## src/rtl/and_32_reg_pkg.sv

```systemverilog
// Shared ALU constants for the gate-level AND datapath.
// Width and the result reset value live here so every ALU slice agrees on them.
package and_32_reg_pkg;

   localparam int ALU_WIDTH = 32;

   // Result register reset value.
   localparam logic [ALU_WIDTH-1:0] RESULT_RST = '0;

endpackage

```

## src/rtl/and_1bit.sv

```systemverilog
// Single-bit AND cell; the building block for the bitwise AND core.
module and_1bit (
   input  logic a,
   input  logic b,
   output logic r
);

   assign r = a & b;

endmodule

```

## src/rtl/and_32_reg.sv

```systemverilog
// 32-bit bitwise AND built from one-bit cells, with a single registered output stage
// carrying the result, a valid strobe and a zero flag for the ALU flag logic.
module and_32_reg
   import and_32_reg_pkg::*;
#(
   parameter int WIDTH = ALU_WIDTH
) (
   input  logic             clk,
   input  logic             rst_n,
   input  logic [WIDTH-1:0] A,
   input  logic [WIDTH-1:0] B,
   input  logic             in_valid,
   output logic [WIDTH-1:0] R,
   output logic             out_valid,
   output logic             zero
);

   logic [WIDTH-1:0] and_bits;
   logic             zero_next;
   logic [WIDTH-1:0] r_reg;
   logic             zero_reg;
   logic             out_valid_reg;

   generate
      for (genvar gi = 0; gi < WIDTH; gi++) begin : g_bit
         and_1bit u_and (
            .a(A[gi]),
            .b(B[gi]),
            .r(and_bits[gi])
         );
      end
   endgenerate

   assign zero_next = (and_bits == '0);

   // R and zero only move on a capture, so undriven operands while idle never reach them.
   always_ff @(posedge clk or negedge rst_n) begin
      if (!rst_n) begin
         r_reg         <= WIDTH'(RESULT_RST);
         zero_reg      <= 1'b1;
         out_valid_reg <= 1'b0;
      end else begin
         out_valid_reg <= in_valid;
         if (in_valid) begin
            r_reg    <= and_bits;
            zero_reg <= zero_next;
         end
      end
   end

   assign R         = r_reg;
   assign zero      = zero_reg;
   assign out_valid = out_valid_reg;

endmodule

```

## config.mk

```make
export PLATFORM = sky130hd
export DESIGN_NAME = and_32_reg
export DESIGN_NICKNAME = d
export VERILOG_FILES = /design/src/rtl/and_32_reg_pkg.sv /design/src/rtl/and_1bit.sv /design/src/rtl/and_32_reg.sv
export SDC_FILE = /design/constraint.sdc
export NUM_CORES = 1
export LEC_CHECK = 0
export CAP_MARGIN = 20
export CORE_ASPECT_RATIO = 1.1
export CORE_MARGIN = 4
export CORE_UTILIZATION = 25
export CTS_BUF_LIST = sky130_fd_sc_hd__clkbuf_16
export CTS_CLUSTER_SIZE = 30
export DETAILED_ROUTE_END_ITERATION = 8
export PLACE_DENSITY = 0.66
export SLEW_MARGIN = 40
export SYNTH_ARGS = -nofsm -noshare
export SYNTH_HDL_FRONTEND = slang
export SYNTH_SLANG_ARGS = --single-unit
```

## constraint.sdc

```tcl
create_clock -name clk -period 1.34 [get_ports clk]
set_clock_uncertainty 0.2 [all_clocks]
set_input_delay 0.201 -clock clk [delete_from_list [all_inputs] [get_ports clk]]
set_output_delay 0.201 -clock clk [all_outputs]
set_load 0.05 [all_outputs]
```

; ---- Word-level counts from Yosys, hierarchy flattened
; Index checks and enable logic that the tools add are counted.
; W data, S select, Z words.
[word_totals]
ff_bits = 34
output_inout_bits = 34
wordCells = 36
[classes]
bitwise_logic = 32
n_reduce_logical = 1
[op_table]
columns = cell, n
row1 = $and A1 B1 Y1, 32
row2 = $logic_not A32 Y1, 1

; ---- Depth between registers and ports, before layout
[depth]
word_depth = 2
ltp_mapped = 4
ltp_nobuf = 4

; ---- By module
; A second synthesis with hierarchy kept.
[hier_totals]
cells_unflattened = 115
hier_area_um2 = 1529.0
[by_module_without_submodules]
columns = module, instances, cells_each, area_per_inst_um2
row1 = and_32_reg, 1, 83, 1328.8
row2 = and_1bit, 32, 1, 6.3

; ---- Worst setup path after synthesis
; No wires, ideal clock.
[synth_path]
kind = input to register
from = input port A[16]
to = register zero_reg, in the netlist zero
setup_time_ns = 0.091
t_arrival_ns = 0.901
required_ns = 1.049
setup_slack_ns = 0.149
path_stages = 4
n_path_buf = 0
path_cell_list = a22o_1 a221oi_2 nand4_1 o31ai_1
[synth_between]
elab_chain_len = 2
[synth_lines]
columns = element, line_no
row1 = from (decl), and_32_reg.sv:10  ; input logic [WIDTH-1:0] A,
row2 = $and A1 B1 Y1, and_1bit.sv:8  ; assign r = a & b;
row3 = $logic_not A32 Y1, and_32_reg.sv:34  ; assign zero_next = (and_bits == '0);
row4 = to (signal assigned), and_32_reg.sv:46  ; zero_reg <= zero_next;
row5 = to (decl), and_32_reg.sv:21  ; logic zero_reg;
; Every way passes these cells.
; A chain may end at the register's enable or synchronous reset.

; ---- Worst setup path in the final report
[layout_path]
from = register zero_reg, in the netlist zero
to = output port zero
[layout_rtl]
columns = element, line_no
row1 = to (decl), and_32_reg.sv:15  ; output logic zero
; No word-level cell between the ends.

==> results.json <==
{
  "grt_setup_unrepaired": "true",
  "min_path_type": "input pin to flip-flop",
  "setup_viol": 1,
  "gr-total-overflow": 0,
  "met1_usage_pct": 12.91,
  "hold_start": "A[16]",
  "cp-start-kind": "flip-flop",
  "antennaDiodeCount": 0,
  "layout_setup_ws_ns": -0.01491,
  "synth_top_family_by_area": "compound AO/OA/AOI/OAI gates",
  "final_cell_mix": "buf_12 (36), dfrtp_1 (33), inv_1 (32), nand3_1 (32), o21ai_0 (32)",
  "synth_warnings": 0,
  "yosysSeqAreaShare_pct": 56.80,
  "slew_headroom_pct": 70.87,
  "grt_use_met2_pct": 23.29,
  "leakagePower_uw": 0.001428,
  "grt_start_max_net_pins": 31,
  "drv_cap": 0,
  "slowest_stage": "dfstp_2",
  "dr.pass1.iters": 4,
  "reg2regPathDepth": 2,
  "timing.final.crit_period_ns": 1.355,
  "drt-wirelength-per-cell_microns": 13.55,
  "start_util_pct": 25.84,
  "r2r-end": "zero$_DFFE_PN1P_",
  "worst-path-stages": 1,
  "wirelength_microns": 4647,
  "worst-path-max-fanout": 2,
  "grt_pass1_wl_microns": 6858,
  "drive_above_1_share_pct": 21.43,
  "required_ns": 0.94,
  "die_x_microns": 81.86,
  "yosys.area_share.simple_pct": 13.18,
  "rows": 29,
  "grt_busiest_layer": "met2",
  "end_kind": "output pin",
  "p_total_uw": 3228,
  "rrSetupSlack_ns": 0.38,
  "routed_via_density": 4.385,
  "io_pins": 101,
  "cts_buffer_depth": 2,
  "grt_pass1_vias": 1458,
  "antenna_found_initial": 0,
  "critPathArrivalTime_ns": 0.95,
  "die-height_microns": 89.25,
  "netlist_instances": 159,
  "violations": "negative setup slack",
  "avgSynthCellArea_sq_um": 9.435,
  "die_area_sq_um": 7306,
  "num_vias": 1504,
  "cts.reportedPaths.clkPinSlew_ns": 0.05,
  "power.density_nw_per_um2": 1033,
  "synth.distinct_cells": 16,
  "timing.rr.start": "zero$_DFFE_PN1P_",
  "crit_family": "flip-flops",
  "fin_nets": 332,
  "cts_max_level": 2,
  "synth_fa_ha_area_share_pct": 0,
  "path_buf_inv": 1,
  "place_area_sq_um": 2960,
  "io_buffers": 100,
  "final_common_cell": "buf_12",
  "clk_latency_ns": 0.27,
  "synth-seq-cells": 34,
  "muxShareOfSynthArea_pct": 0,
  "root_buffer": "clkbuf_16",
  "first_iter_violations": 34,
  "synth_compound_area_share_pct": 20.02,
  "largest_reg_flops": 32,
  "ant_nets": 0,
  "grt_usage_pct": 12.40,
  "synth-xor-area-share_pct": 0,
  "drc": 0,
  "syn2layout_area_growth_pct": 108.3,
  "postCtsSetupBuffers": 0,
  "final_area_sq_um": 3126,
  "slowest_delay_ns": 0.55,
  "report.final.slew_viol_count": 0,
  "synth_fp_nets": 226,
  "final_hold_viol_count": 0,
  "path_cells": "buf_12",
  "period_share_pct": 101.1,
  "cts.sinks": 34,
  "cts-buffers-inserted": 5,
  "place.gp.congestion": 0.7150,
  "fmax_mhz": 738.1,
  "peakVddDrop_mv": 0.6402,
  "grtUsageMet3_pct": 4.536,
  "core_sq_um": 5806,
  "path_class": "flip-flop to output pin",
  "cts_tree": "built",
  "hpwl_microns": 3811,
  "synth_area_sq_um": 1500,
  "cp-startpoint": "zero$_DFFE_PN1P_",
  "status": "complete, but fails checks",
  "worst-slew-pin-transition_ns": 0.4370,
  "critPathCapture": "zero"
}
-- routing by layer --
metal,routed length (microns),vias to the layer above
li1,-,767
met1,1730,680
met2,2476,55
met3,425,2
met4,14,0
met5,0,-
-- report_power, final --
group,internal (uW),switching (uW)
registers,1110,82.4
logic,509,485
clock network,667,378
total,2280,945
-- how the worst min path moves through the flow --
stage | cells after the start | slack [ns] | to
floorplan | 0 | -0.29 | R[0]$_DFFE_PN0P_
global placement | 1 | -0.04 | R[19]$_DFFE_PN0P_
detailed placement | 1 | -0.03 | R[19]$_DFFE_PN0P_
CTS | 3 | 0.11 | R[12]$_DFFE_PN0P_
global route | 3 | 0.04 | R[16]$_DFFE_PN0P_
finish | 3 | 0.02 | R[16]$_DFFE_PN0P_
-- metrics by stage --
stage,std cells,util [%],setup TNS [ns],setup WS (ns),hold WS (ns)
finish,343,53.84,-0.01491,-0.01491,0.01518
global route,343,53.84,-0.03775,-0.02938,0.03931
CTS,343,52.95,-0.02584,-0.02584,0.1056
detailed placement,334,50.99,-0.4456,-0.4456,-0.03372
global placement,334,50.99,-0.4157,-0.4157,-0.04058
floorplan,159,-,0,0.1488,-0.2946
-- logic make-up after synthesis --
kind of cell,Yosys count
AOI/OAI and AO/OA,48
DFF,34
buffers and inverters,39
and+or+nand+nor,38
-- layout make-up --
cell class | instances | area, sq um
clock inverters | 3 | 11.26
clock buffers | 5 | 125.1
multi-input cells | 86 | 533.0
inverters | 32 | 120.1
repair buffers | 106 | 1388
flip-flops and latches | 34 | 852.1
fillers | 538 | 2680
well taps | 77 | 96.34
-- tightest hold or removal path, cell delays in order --
cell and delay (ns):
clkbuf_2 0.09, nand3_1 0.07, o21ai_0 0.07
-- synthesized netlist by cell type, drive strengths merged --
| library cell | number | share of area (%) |
|---|---|---|
| a221oi | 2 | 2.0 |
| a222oi | 1 | 0.67 |
| a22o | 2 | 1.2 |
| a22oi | 10 | 5.0 |
| and4 | 1 | 0.58 |
| buf | 3 | 1.0 |
| clkbuf | 4 | 1.0 |
| dfrtp | 33 | 55 |
| dfstp | 1 | 1.8 |
| inv | 32 | 8.0 |
| nand2 | 1 | 0.25 |
| nand2b | 1 | 0.42 |
| nand3 | 32 | 11 |
| nand4 | 3 | 1.3 |
| o21ai | 32 | 11 |
| o31ai | 1 | 0.50 |
-- what timing repair did --
item                                   4_1_cts  5_1_grt
endpoints found under the hold margin       15        0
setup endpoints to repair                    2        2
hold buffers                                 1        0
pin swaps                                   11       10
resized for setup                           31       20
gates cloned                                 0        0
Note: power is estimated with default switching activity, not from simulation.
